===== config.mk =====
export PLATFORM = sky130hd
export DESIGN_NAME = nibble_serial_adder
export DESIGN_NICKNAME = d
export VERILOG_FILES = /design/src/rtl/nibble_pkg.sv /design/src/rtl/nibble_add_cin.sv /design/src/rtl/nibble_serial_adder.sv
export SDC_FILE = /design/constraint.sdc
export NUM_CORES = 1
export LEC_CHECK = 0
export CORE_ASPECT_RATIO = 0.9
export CORE_MARGIN = 3
export CORE_UTILIZATION = 40
export CTS_CLUSTER_DIAMETER = 150
export DETAILED_ROUTE_END_ITERATION = 8
export HOLD_SLACK_MARGIN = 0.15
export PLACE_DENSITY_LB_ADDON = 0.3
export SYNTH_ARGS = -nofsm -noshare
export SYNTH_HDL_FRONTEND = slang
export SYNTH_SLANG_ARGS = --single-unit

===== constraint.sdc =====
create_clock -name clk -period 3.1 [get_ports clk]
set_clock_uncertainty 0.2 [all_clocks]
set_input_delay 0.62 -clock clk [delete_from_list [all_inputs] [get_ports clk]]
set_output_delay 0.62 -clock clk [all_outputs]
set_load 0.01 [all_outputs]

===== src/rtl/nibble_pkg.sv =====
// Shared types and constants for the nibble-serial adder and its 4-bit slice.
package nibble_pkg;

  localparam int NIBBLE_W = 4;

  localparam logic OP_ADD = 1'b0;
  localparam logic OP_SUB = 1'b1;

  typedef enum logic [1:0] {
    IDLE = 2'd0,
    RUN  = 2'd1,
    DONE = 2'd2
  } state_t;

endpackage


===== src/rtl/nibble_add_cin.sv =====
// Combinational 4-bit + 4-bit + carry-in adder; the single time-shared slice.
module nibble_add_cin
  import nibble_pkg::*;
(
  input  logic [NIBBLE_W-1:0] a,
  input  logic [NIBBLE_W-1:0] b,
  input  logic                cin,
  output logic [NIBBLE_W-1:0] s,
  output logic                cout
);

  assign {cout, s} = {1'b0, a} + {1'b0, b} + {{NIBBLE_W{1'b0}}, cin};

endmodule


===== src/rtl/nibble_serial_adder.sv =====
// WIDTH-bit add/subtract built by sequencing one 4-bit slice over the operands,
// least-significant nibble first, one nibble per clock.
module nibble_serial_adder
  import nibble_pkg::*;
#(
  parameter int WIDTH = 16
) (
  input  logic             clk,
  input  logic             rst_n,
  input  logic             start,
  input  logic             op,
  input  logic [WIDTH-1:0] a,
  input  logic [WIDTH-1:0] b,
  output logic             busy,
  output logic             done,
  output logic [WIDTH-1:0] sum,
  output logic             cout,
  output logic             ovf
);

  localparam int NIB   = WIDTH / NIBBLE_W;
  localparam int IDX_W = $clog2(NIB);
  localparam logic [IDX_W-1:0] LAST_IDX = IDX_W'(NIB - 1);

  // Handshake: start is taken on any edge where busy=0 (IDLE or DONE), with
  // op/a/b sampled on that edge; done pulses for one cycle NIB edges later,
  // and sum/cout/ovf are valid in that cycle. start while busy=1 is dropped.

  state_t               state;
  logic [IDX_W-1:0]     idx;
  logic                 carry;
  logic [WIDTH-1:0]     opa;
  logic [WIDTH-1:0]     opb;
  logic [NIBBLE_W-1:0]  slice_s;
  logic                 slice_c;

  nibble_add_cin u_slice (
    .a    (opa[idx*NIBBLE_W +: NIBBLE_W]),
    .b    (opb[idx*NIBBLE_W +: NIBBLE_W]),
    .cin  (carry),
    .s    (slice_s),
    .cout (slice_c)
  );

  always_ff @(posedge clk or negedge rst_n) begin
    if (!rst_n) begin
      state <= IDLE;
      idx   <= '0;
      carry <= 1'b0;
      opa   <= '0;
      opb   <= '0;
      sum   <= '0;
      cout  <= 1'b0;
    end else begin
      case (state)
        RUN: begin
          sum[idx*NIBBLE_W +: NIBBLE_W] <= slice_s;
          carry <= slice_c;
          if (idx == LAST_IDX) begin
            idx   <= '0;
            cout  <= slice_c;
            state <= DONE;
          end else begin
            idx <= idx + 1'b1;
          end
        end
        default: begin
          if (start) begin
            // Subtract is a + ~b + 1: invert b here and seed the carry with 1.
            opa   <= a;
            opb   <= (op == OP_SUB) ? ~b : b;
            carry <= (op == OP_SUB);
            idx   <= '0;
            sum   <= '0;
            state <= RUN;
          end else begin
            state <= IDLE;
          end
        end
      endcase
    end
  end

  assign busy = (state == RUN);
  assign done = (state == DONE);
  assign ovf  = (opa[WIDTH-1] == opb[WIDTH-1]) && (sum[WIDTH-1] != opa[WIDTH-1]);

endmodule


==> qor.csv, run 1 <==
stage;metric;value;unit
cells_and_area;multi_input_area;1250;um2
synthesis;yosys_warnings;0;
timing;min_period;2890;ps
hold_path;hold_class;input port to async pin;
synthesis;synthArstFlopShare;100;%
power_and_ir_drop;vdd_drop_max;0.000395;V
power_and_ir_drop;p_per_area;1110;nW/um2
synthesis;synth_top_cells_by_area;dfrtp_1, mux2_4, mux4_2;
cells_and_area;antenna_cells;0;
placement;port_buffers;55;
cells_and_area;layout.area.seq;1350;um2
cells_and_area;syn_to_final_growth;26.0;%
timing;fin_setup_tns;0;ps
route;drcViolationCount;0;
cells_and_area;stdcell_count;347;
placement;place_congestion;0.835;
synthesis;synth_edf_count;0;
cells_and_area;final_nets;304;
grt;grt_pass1_wl;9600;um
timing;slew_viol_final;0;
grt;first_global_vias;1833;
synthesis;ys.flop_type;dfrtp_1;
die;dieArea;7780;um2
synthesis;synth_area;2700;um2
clocking;htree_levels;2;
timing;tightest_slew;666;ps
clocking;hold_buffers;0;
route;ant_nets;0;
timing;period_share;93.3;%
setup_path;crit_required;3090;ps
status;outcome;finished, final reports clean;
setup_path;crit_type;flip-flop to flip-flop;
timing;relSlewSlack;55.6;%
timing;rsz0062_at_grt;false;
clocking;clk_latency;300;ps
placement;dpl.hpwl;4390;um
synthesis;ys_ff_latch;54;
cells_and_area;drive_above_1_share;17.3;%
synthesis;seq_area_frac_synth;50.0;%
placement;dpl.cell_count;339;
clocking;root_buffer;clkbuf_8;
clocking;clockBufferDepth;2;
clocking;postCtsSetupRepairBufs;0;
setup_path;slowest_stage;dfrtp_1;
job;cap_violations;0;
route;vias;1817;
grt;grt_usage;15.7;%
route;viasPerCell;5.24;
grt;grt_max_degree;33;
cells_and_area;fillers;569;
clocking;clock-sinks;54;
route;first_pass_iters;4;
setup_path;crit_arrival;2890;ps
power_and_ir_drop;p_leak;1.43;nW
synthesis;syn_area_per_cell;13.3;um2
die;die_h;84;um
synthesis;synth.distinct_cells;39;
timing;clock.fmax;0.346;GHz
route;wirelength;5830;um
placement;dpl_cell_area;3310;um2
synthesis;yosysTopAreaCell;dfrtp_1;
die;dieWidth;92.7;um
clocking;cts_tree;yes;
route;avgRoutedWirePerCell;16.8;um
setup_path;critPathLaunchType;flip-flop;
synthesis;synthCells;203;
timing;setup_viol;0;
cells_and_area;fin_area;3410;um2
route;first_iter_violations;103;
setup_path;slowest_delay;540;ps
clocking;numCtsBuffers;5;
setup_path;end_kind;flip-flop;
clocking;cts-resized-gates;0;
die;core_area;6320;um2
grt;antenna_found_initial;0;
die;ioPinCount;56;
setup_path;crit_chain;buf_4 -> mux4_2 -> ha_1 -> nor2_1 -> or3b_2 -> a32o_1;
synthesis;synth_top_area_share;50.0;%
clocking;clkSlewWorstSetupHoldPaths;100;ps
timing;finalHoldViolCount;0;
grt;overflow;0;
die;start_util;42.8;%
synthesis;synth_nets;248;
die;row_count;27;
setup_path;cp_max_fo;11;
power_and_ir_drop;power;0.00379;W
[worst max-delay path, delay by kind of cell (launching register included)]
kind                       cells  cell delay (ps)
AOI/OAI and AO/OA              1              280
and+or+nand+nor                2              590
muxes                          1              540
buffers and inverters          1              270
adders and majority gates      1              370
DFF                            1              540
[final timing paths]
| kind | from | endpoint | slack (ps) | cells after the start |
|---|---|---|---|---|
| max | idx[0]$_DFFE_PN0P_ | sum[11]$_DFFE_PN0P_ | 210 | 6 |
| min | rst_n | sum[0]$_DFFE_PN0P_ | 140 | 1 |
| max reg2reg | idx[0]$_DFFE_PN0P_ | sum[11]$_DFFE_PN0P_ | 210 | 6 |
| min reg2reg | sum[13]$_DFFE_PN0P_ | sum[13]$_DFFE_PN0P_ | 310 | 1 |
| max in group asynchronous | rst_n | opb[15]$_DFFE_PN0P_ | 1900 | 2 |
| min in group clk | sum[13]$_DFFE_PN0P_ | sum[13]$_DFFE_PN0P_ | 310 | 1 |
[cell usage in the layout (no fill, tap or decap), types with 3 or more instances in the layout]
cell / count
mux2_2: 3
mux2_4: 13
a21oi_1: 34
ha_1: 7
clkdlybuf4s50_1: 54
mux2i_1: 3
mux4_2: 8
dfrtp_1: 54
xnor2_1: 16
clkbuf_8: 6
buf_4: 6
a22o_1: 13
nand2_1: 5
a32o_1: 4
inv_1: 3
nor2_1: 5
[registers in the layout, indices dropped and copies added (netlist names)]
name / flops
carry: 1
cout: 1
idx: 2
opa: 16
opb: 16
state: 2
sum: 16
[synth_stat cells (all sizes together) (3+ instances only)]
cell,n
buf,11
a21oi,34
nor2,5
a22o,13
xnor2,16
ha,7
nand2,5
inv,4
mux2,16
mux4,8
mux2i,3
a32o,4
dfrtp,54
[power breakdown]
part           internal, W  switching, W
Sequential         0.00103      0.000249
Clock             0.000181      0.000218
Combinational      0.00106       0.00105
[cell type report]
class | count | area share (%)
Sequential cell | 54 | 39.7
Timing Repair Buffer | 61 | 17.3
Tap cell | 87 | 3.20
Inverter | 4 | 0.441
Clock inverter | 1 | 0.147
Multi-Input combinational cell | 133 | 36.7
Clock buffer | 7 | 2.53
[kinds of logic (layout without fill, tap and decap cells)]
logic type                 Yosys count  after routing  synth area share [%]
buffers and inverters               16             73                  3.84
muxes                               27             27                  16.2
adders and majority gates            9              9                  4.72
DFF                                 54             54                  50.0
xor gates and xnor gates            17             17                  5.51
AOI/OAI and AO/OA                   59             59                  14.0
and+or+nand+nor                     21             21                  5.69
[stage by stage]
step / hold WS (ps) / utilization, % / worst slack [ps]
floorplan: 124 / - / 285
global placement: 289 / 52.5 / 273
detailed placement: 291 / 52.5 / 194
CTS: 157 / 53.9 / 178
global route: 192 / 53.9 / 53.7
finish: 145 / 53.9 / 207
[per-layer routing]
layer	global-route usage (%)	vias up	wire length (um)
met1	22.0	895	2820
met2	24.3	63	2580
li1	-	854	-
met3	4.06	5	392
met4	4.39	0	34
met5	0	-	0
(Power assumes the default switching activity.)
==> run 2, diff against run 1 <==
==> constraint.sdc (replaced) <==
create_clock -name clk -period 2.9 [get_ports clk]
set_clock_uncertainty 0.2 [all_clocks]
set_input_delay 0.58 -clock clk [delete_from_list [all_inputs] [get_ports clk]]
set_output_delay 0.58 -clock clk [all_outputs]
set_load 0.01 [all_outputs]
==> run 2 against run 1 <==
Net effect:
- count of clock-buffer cells in the layout down 2
- cell count up 1.2%
- critical path depth unchanged
- first-iteration DRC count down 22%
- setup slack better by 22 ps
- global-route usage about the same
- wire length down 2.8%
- register-to-register slack better by 20 ps
- cell area up 1.7%
- clock power up 28%
==> qor.csv, run 2 (synthesis gave the netlist of run 1 again) <==
stage;metric;value;unit;change
power_and_ir_drop;p_per_area;1180;nW/um2;+6.4%
clocking;numCtsBuffers;5;;unchanged
setup_path;reg2reg_depth;6;;unchanged
cells_and_area;reg_top3;opa: 16 flops, opb: 16 flops, sum: 16 flops;;
route;viasPerCell;5.22;;-0.27%
job;cap_violations;0;;unchanged
timing;fin_hold_ws;310;ps;+165 ps
setup_path;cp_max_fo;5;;-6
die;dieArea;7780;um2;unchanged
placement;dpl.hpwl;4200;um;-4.3%
grt;antenna_found_initial;0;;unchanged
cells_and_area;final_nets;308;;+1.3%
route;vias;1833;;+0.88%
die;row_count;27;;unchanged
timing;slew_viol_final;0;;unchanged
clocking;clock-sinks;54;;unchanged
timing;relSlewSlack;69.1;%;+13 points
cells_and_area;final_common_cell;clkdlybuf4s50_1;;
timing;clock.fmax;0.374;GHz;+8.3%
cells_and_area;syn_to_final_growth;28.0;%;
route;avgRoutedWirePerCell;16.1;um;-3.9%
route;first_iter_violations;80;;-22%
die;ioPinCount;56;;unchanged
timing;min_period;2670;ps;-222 ps
timing;rsz0062_at_grt;false;;
route;ant_nets;0;;unchanged
setup_path;critPathLaunchType;flip-flop;;
route;drcViolationCount;0;;unchanged
setup_path;crit_type;flip-flop to flip-flop;;
clocking;root_buffer;clkbuf_8;;
clocking;clk_latency;320;ps;+20 ps
status;outcome;finished, final reports clean;;
hold_path;hold_class;flip-flop to flip-flop;;
clocking;clockBufferDepth;2;;unchanged
clocking;cts_tree;yes;;
power_and_ir_drop;vdd_drop_max;0.000404;V;+2.3%
placement;port_buffers;55;;unchanged
cells_and_area;drive_above_1_share;18.9;%;+1.6 points
setup_path;end_kind;flip-flop;;
placement;place_congestion;0.762;;-8.7%
route;wirelength;5670;um;-2.8%
route;first_pass_iters;4;;unchanged
setup_path;crit_arrival;2660;ps;-230 ps
die;core_area;6320;um2;unchanged
cells_and_area;mostFrequentLayoutCells;clkdlybuf4s50_1, dfrtp_1, a21oi_1;;
setup_path;crit_required;2890;ps;-200 ps
die;die_h;84;um;unchanged
hold_path;hold_depth;1;;
grt;first_global_vias;1910;;+4.2%
die;dieWidth;92.7;um;unchanged
grt;grt_pass1_wl;9680;um;+0.86%
clocking;clkSlewWorstSetupHoldPaths;100;ps;about the same
clocking;htree_levels;2;;unchanged
timing;fin_setup_tns;0;ps;unchanged
grt;grt_usage;15.7;%;-0.032 points
timing;tightest_slew;462;ps;-203 ps
timing;setup_viol;0;;unchanged
grt;grt_max_degree;33;;unchanged
grt;overflow;0;;unchanged
clocking;postCtsSetupRepairBufs;0;;unchanged
cells_and_area;antenna_cells;0;;unchanged
die;start_util;42.8;%;unchanged
timing;period_share;92.1;%;-1.2 points
timing;finalHoldViolCount;0;;unchanged
power_and_ir_drop;p_leak;1.45;nW;+1.4%
[run 2: path summary, 6_finish.rpt]
path                                    start                  to  slack, ps
max                        idx[0]$_DFFE_PN0P_    cout$_DFFE_PN0P_        230
min                        sum[5]$_DFFE_PN0P_  sum[5]$_DFFE_PN0P_        310
max reg2reg                idx[0]$_DFFE_PN0P_    cout$_DFFE_PN0P_        230
min reg2reg                sum[5]$_DFFE_PN0P_  sum[5]$_DFFE_PN0P_        310
max in group asynchronous               rst_n  idx[0]$_DFFE_PN0P_       1480
min in group asynchronous               rst_n  opa[5]$_DFFE_PN0P_        430
[run 2: area by class of cell]
type	count	area [um2]
Fill cell	552	2860
Sequential cell	54	1350
Multi-Input combinational cell	133	1250
Timing Repair Buffer	65	623
Tap cell	87	109
Clock buffer	5	68.8
Clock inverter	3	45.0
Inverter	4	15.0
[run 2: stage by stage]
| stage | power [W] | utilization, % | cells | area (um2) | setup WS (ps) |
|---|---|---|---|---|---|
| CTS | 0.00415 | 54.8 | 351 | 3460 | 148 |
| floorplan | 0.00289 | - | 203 | 2700 | 84.7 |
| global route | 0.00443 | 54.8 | 351 | 3460 | 46.1 |
| global placement | 0.00355 | 52.8 | 342 | 3340 | 243 |
| finish | 0.00410 | 54.8 | 351 | 3460 | 229 |
| detailed placement | 0.00363 | 52.8 | 342 | 3340 | 174 |
[run 2: critical path: stages (launching register included)]
cell	delay [ps]
dfrtp_2	430
mux4_2	530
fa_1	460
fa_1	420
a21o_1	190
a21oi_1	220
o21ai_0	110
[run 2: report_power, final]
part	internal [W]	total [W]	leakage, nW	switching, W
combinational	0.00115	0.00223	0.742	0.00108
clock	0.000257	0.000510	0.0504	0.000253
sequential	0.00111	0.00135	0.656	0.000246
total	0.00251	0.00410	1.45	0.00158
[run 2: what timing repair did]
item / 4_1_cts / 5_1_grt
endpoints found under the hold margin: 6 / 0
hold buffers: 1 / 0
gates resized for setup: 0 / 1
setup endpoints to repair: 0 / 1
[run 2: layer usage]
layer	share of wire [%]	vias to the layer above	GRT usage, %
li1	-	870	-
met3	6.3	8	4.06
met5	0	-	0
met1	48	900	22.2
met2	44	55	23.9
met4	1.1	0	4.53
==> run 3, diff against run 2 <==
--- a/config.mk
+++ b/config.mk
@@ -5,6 +5,7 @@
 export SDC_FILE = /design/constraint.sdc
 export NUM_CORES = 1
 export LEC_CHECK = 0
+export CAP_MARGIN = 25
 export CORE_ASPECT_RATIO = 0.9
 export CORE_MARGIN = 3
 export CORE_UTILIZATION = 40
==> results of run 3 <==
Same layout as run 2: the final DEF is identical, and so are final timing and power.
